[config.mk]
export PLATFORM = sky130hd
export DESIGN_NAME = uart_tx_fifo
export DESIGN_NICKNAME = d
export VERILOG_FILES = /design/src/rtl/uart_pkg.sv /design/src/rtl/uart_fifo_mem.sv /design/src/rtl/uart_tx_fifo.sv
export SDC_FILE = /design/constraint.sdc
export NUM_CORES = 1
export LEC_CHECK = 0
export CAP_MARGIN = 20
export CORE_MARGIN = 1
export CORE_UTILIZATION = 40
export CTS_BUF_LIST = sky130_fd_sc_hd__clkbuf_2 sky130_fd_sc_hd__clkbuf_4 sky130_fd_sc_hd__clkbuf_8
export CTS_CLUSTER_SIZE = 12
export DETAILED_ROUTE_END_ITERATION = 7
export DONT_BUFFER_PORTS = 1
export GPL_TIMING_DRIVEN = 0
export SLEW_MARGIN = 20
export SYNTH_ARGS = -nofsm -noshare
export SYNTH_HDL_FRONTEND = slang
export SYNTH_SLANG_ARGS = --single-unit
[constraint.sdc]
create_clock -name clk -period 2.95 [get_ports clk]
set_input_delay 0.4425 -clock clk [delete_from_list [all_inputs] [get_ports clk]]
set_output_delay 0.4425 -clock clk [all_outputs]
set_load 0.05 [all_outputs]
[src/rtl/uart_pkg.sv]
// rtl/uart_pkg.sv - shared constants and types for the UART transmit path
package uart_pkg;

    localparam int BYTE_W               = 8;
    localparam int UART_FIFO_DEPTH_LOG2 = 4;

    typedef logic [BYTE_W-1:0] uart_byte_t;

    // Control characters emitted by the frame/character generator
    localparam uart_byte_t ASCII_CR  = 8'h0D;
    localparam uart_byte_t ASCII_LF  = 8'h0A;
    localparam uart_byte_t ASCII_ESC = 8'h1B;

endpackage

[src/rtl/uart_fifo_mem.sv]
// rtl/uart_fifo_mem.sv - register array with synchronous write and asynchronous read
module uart_fifo_mem
    import uart_pkg::*;
#(
    parameter int ADDR_W = UART_FIFO_DEPTH_LOG2,
    parameter int DATA_W = BYTE_W
) (
    input  logic              clk,
    input  logic              we,
    input  logic [ADDR_W-1:0] waddr,
    input  logic [DATA_W-1:0] wdata,
    input  logic [ADDR_W-1:0] raddr,
    output logic [DATA_W-1:0] rdata
);

    logic [DATA_W-1:0] mem [2**ADDR_W];

    // Contents are not reset; only the pointers define which entries are valid
    always_ff @(posedge clk) begin
        if (we) begin
            mem[waddr] <= wdata;
        end
    end

    assign rdata = mem[raddr];

endmodule

[src/rtl/uart_tx_fifo.sv]
// rtl/uart_tx_fifo.sv - byte FIFO feeding the UART transmitter start/data_in/txe port
module uart_tx_fifo
    import uart_pkg::*;
#(
    parameter int DEPTH_LOG2 = UART_FIFO_DEPTH_LOG2
) (
    input  logic              clk,
    input  logic              nrst,
    input  logic              flush,
    input  logic              wr_valid,
    input  logic [BYTE_W-1:0] wr_data,
    output logic              wr_ready,
    output logic              tx_start,
    output logic [BYTE_W-1:0] tx_data,
    input  logic              tx_txe,
    output logic [DEPTH_LOG2:0] level,
    output logic              empty,
    output logic              overflow
);

    localparam int PW = DEPTH_LOG2 + 1;

    logic [PW-1:0] wr_ptr;
    logic [PW-1:0] rd_ptr;
    logic          full;
    logic          push;
    logic          pop;

    // The extra MSB on each pointer tells a full FIFO apart from an empty one
    assign full  = (wr_ptr[DEPTH_LOG2] != rd_ptr[DEPTH_LOG2]) &&
                   (wr_ptr[DEPTH_LOG2-1:0] == rd_ptr[DEPTH_LOG2-1:0]);
    assign empty = (wr_ptr == rd_ptr);
    assign level = wr_ptr - rd_ptr;

    // Flags come only from registered pointers, so there is no path from
    // tx_txe to wr_ready or from wr_valid to tx_start
    assign wr_ready = !full;
    assign tx_start = !empty;

    assign push = wr_valid && wr_ready;
    assign pop  = tx_start && tx_txe;

    uart_fifo_mem #(
        .ADDR_W (DEPTH_LOG2),
        .DATA_W (BYTE_W)
    ) u_mem (
        .clk   (clk),
        .we    (push && !flush),
        .waddr (wr_ptr[DEPTH_LOG2-1:0]),
        .wdata (wr_data),
        .raddr (rd_ptr[DEPTH_LOG2-1:0]),
        .rdata (tx_data)
    );

    // Pointer and sticky overflow update; flush wins over push and pop
    always_ff @(posedge clk or negedge nrst) begin
        if (!nrst) begin
            wr_ptr   <= '0;
            rd_ptr   <= '0;
            overflow <= 1'b0;
        end else if (flush) begin
            wr_ptr   <= '0;
            rd_ptr   <= '0;
            overflow <= 1'b0;
        end else begin
            if (push) begin
                wr_ptr <= wr_ptr + PW'(1);
            end
            if (pop) begin
                rd_ptr <= rd_ptr + PW'(1);
            end
            if (wr_valid && full) begin
                overflow <= 1'b1;
            end
        end
    end

endmodule

==> flow_metrics.py <==
metrics = {
    "clock_tree": {
        "cts_buffer_depth": 2,
        "cts.clk_slew.worst_paths_ns": 0.07,
        "h-tree-depth": 4,
        "cts_tree": "yes",
        "clock_latency_ns": 0.43,
        "clock-sinks": 139,
        "cts_root_buf": "clkbuf_8",
        "cts_buffers": 17,
    },
    "sta": {
        "fin_crit_sh_pct": 97.5,
        "rsz0062_at_grt": "true",
        "setup_viol": 0,
        "worst_pin_slew_ns": 0.764,
        "final_hold_viol_count": 0,
        "tns_ns": 0,
        "maxSlewViolCount": 0,
        "slew_headroom_pct": 48.9,
        "fin_skew_ns": 0.00652,
        "min_period_ns": 2.88,
        "fmax_ghz": 0.348,
    },
    "pwr": {
        "p_per_area_nw_per_um2": 701,
        "power_frac_comb_pct": 18.7,
        "power_frac_seq_pct": 47.9,
        "internal-power_uw": 3320,
        "vdd_ir_drop_max_uv": 400,
        "p_sw_uw": 1240,
        "finalPower_uw": 4560,
        "p_sw_share_pct": 27.2,
        "p_leak_uw": 0.00205,
        "p_clk_share_pct": 33.4,
    },
    "logic_synthesis": {
        "yosysUniqueCellTypes": 33,
        "synthXorXnorAreaFrac_pct": 2.13,
        "syn-cell-area_sq_um": 5650,
        "async_flop_share_pct": 7.91,
        "yosys.area_share.simple_pct": 4.21,
        "synth_area_leaders": "edfxtp_1, mux4_2, dfrtp_1, a22oi_1, ha_1",
        "syn_inst": 299,
        "yosysWarnings": 0,
        "yosysTopAreaCellShare_pct": 68.1,
        "synth_seq_cells": 139,
        "post-synth-top-area-cell": "edfxtp_1",
        "avgSynthCellArea_sq_um": 18.9,
        "synth_top_family_by_area": "multiplexers",
        "ys.flop_type": "edfxtp_1",
        "yosysMostFrequentCell": "edfxtp_1",
        "synth_mux_area_share_pct": 12.9,
        "synth-edff-count": 128,
        "syn-num-nets": 322,
        "synth_common_cells": "edfxtp_1, mux4_2, nor2_1, a22oi_1, nand2_1",
        "ys_seq_area_share_pct": 72.9,
        "synth_fa_ha_area_share_pct": 2.35,
        "synth-compound-area-share_pct": 3.88,
    },
    "die": {
        "num_rows": 43,
        "core_area_sq_um": 13800,
        "dieArea_sq_um": 14600,
        "fp.dieW_um": 121,
        "ios": 30,
        "initial_utilization_pct": 40.8,
        "die_height_um": 121,
    },
    "status": {
        "status": "complete, no violations",
    },
    "routing": {
        "drc": 0,
        "drt-vias-per-instance": 5.33,
        "drtAntennaViolNets": 0,
        "dr.pass1.iters": 4,
        "wl_mm": 11.1,
        "drtIter0Drc": 187,
        "vias": 2750,
        "post_drt_wl_per_cell_um": 21.5,
    },
    "global_routing": {
        "grt_use_total_pct": 16.8,
        "grt_max_degree": 17,
        "antenna_found_initial": 0,
        "globalRouteOverflowTotal": 0,
        "grt_pass1_wl_mm": 17.1,
        "grt_pass1_vias": 2892,
    },
    "critical_path": {
        "criticalPathCategory": "flop to flop",
        "critPathCaptureType": "flop",
        "max_stage_delay_ns": 0.51,
        "worstPathCellList": "buf_4, buf_6, inv_1, ha_1, nand4_1, nor2_1, inv_2, nand3b_1, nor2_2",
        "start_kind": "flop",
        "cpMaxStageDelayCell": "nor2_2",
        "crit_fanout": 10,
        "crit_arrival_ns": 2.95,
        "required_ns": 3.02,
    },
    "place": {
        "place_inst": 479,
        "io_buffers": 0,
        "gp_congestion": 0.772,
        "dpl.hpwl_mm": 7.41,
    },
    "min_path": {
        "hp-class": "input pin to flop",
    },
    "cells_and_area": {
        "final_cells": 516,
        "n_antenna_cell": 0,
        "synthToLayoutAreaGrowth_pct": 15.2,
        "nets": 346,
        "drive_gt1_share_pct": 34.5,
    },
    "flow_run": {
        "drv_cap": 0,
    },
}
-- flip-flops by register name, summed over array words and instances (netlist names) --
signal,flops
wr_ptr,5
u_mem.mem,128
overflow,1
rd_ptr,5
-- metrics by stage --
step                      setup WS, ns  hold WS, ns  util, %  instance area (sq um)
after floorplan                -0.0232        0.147        -                   5650
final                           0.0729       0.0652     47.1                   6510
after global routing            -0.108       0.0353     47.1                   6510
after CTS                       0.0207       0.0357     46.7                   6460
after global placement          -0.904        0.147     42.5                   5870
after detailed placement        -0.932        0.147     42.5                   5870
-- logic make-up (layout without fill, tap and decap cells) --
| family | Yosys count | after routing |
|---|---|---|
| buffers and inverters | 19 | 56 |
| muxes | 33 | 33 |
| and+or+nand+nor | 55 | 55 |
| AOI/OAI and AO/OA | 31 | 31 |
| DFF | 139 | 139 |
| xor gates and xnor gates | 12 | 12 |
| adders and majority gates | 10 | 10 |
-- critical path, delay by kind of cell (launching register included) --
kind / cells / cell delay, ns
adder cells (fa/ha/maj): 1 / 0.31
buffers and inverters: 4 / 0.74
AND/OR/NAND/NOR: 4 / 1.10
flip-flops: 1 / 0.37
-- power groups by stage --
stage          logic, uW  registers [uW]  clock network (uW)
3_5_place_dp         767            2230                   0
2_1_floorplan        648            2220                   0
5_1_grt              901            2190                1630
6_report             855            2190                1520
3_3_place_gp         765            2230                   0
4_1_cts              856            2180                1550
-- final timing paths --
| kind | start | endpoint | slack [ns] | cells after the start |
|---|---|---|---|---|
| worst max-delay path | rd_ptr[1]$_DFFE_PN0P_ | u_mem.mem[9][0]$_DFFE_PP_ | 0.07 | 9 |
| worst max register to register | rd_ptr[1]$_DFFE_PN0P_ | u_mem.mem[9][0]$_DFFE_PP_ | 0.07 | 9 |
| max in group asynchronous | nrst | wr_ptr[3]$_DFFE_PN0P_ | 2.15 | 1 |
| worst min register to register | rd_ptr[3]$_DFFE_PN0P_ | rd_ptr[3]$_DFFE_PN0P_ | 0.61 | 2 |
| worst min-delay path | flush | rd_ptr[3]$_DFFE_PN0P_ | 0.07 | 1 |
| min in group asynchronous | nrst | rd_ptr[3]$_DFFE_PN0P_ | 0.44 | 1 |
-- final cells by class --
class                           count  area, sq um
Buffer                             10         73.8
Clock buffer                       18          241
Clock inverter                     14          154
Fill cell                        1151         7320
Inverter                            9         37.5
Multi-Input combinational cell    141         1600
Sequential cell                   139         4120
Tap cell                          180          225
Timing Repair Buffer                5         52.6
-- per-layer routing --
layer / global-route usage [%] / vias to the layer above / wire length (um)
met4: 7.02 / 0 / 255
met1: 22.2 / 1416 / 4790
li1: - / 1239 / -
met3: 4.76 / 15 / 591
met2: 26.2 / 80 / 5450
met5: 0 / - / 0
-- cells in the final DEF (no fill, tap or decap), types with 3 or more instances in the layout --
cell,n
a22oi_1,10
bufinv_16,3
nor2_1,13
a22oi_2,6
nand2_1,5
clkbuf_8,17
nor2_2,11
clkinvlp_4,5
nand3_1,3
buf_6,3
mux4_2,32
nor2_4,5
buf_4,6
ha_1,9
xor2_1,5
a21oi_1,4
edfxtp_1,128
inv_1,6
dfrtp_1,11
o211ai_1,3
nand2_2,8
clkinv_2,6
-- timing repair --
action | in CTS | in global routing
endpoints found under the hold margin | 11 | 0
endpoints found under the setup margin | 144 | 72
hold buffers | 1 | 0
pin swaps | 9 | 3
gates resized for setup | 46 | 7
buffers inserted | 2 | 2
Power figures use the tool's default switching activity.
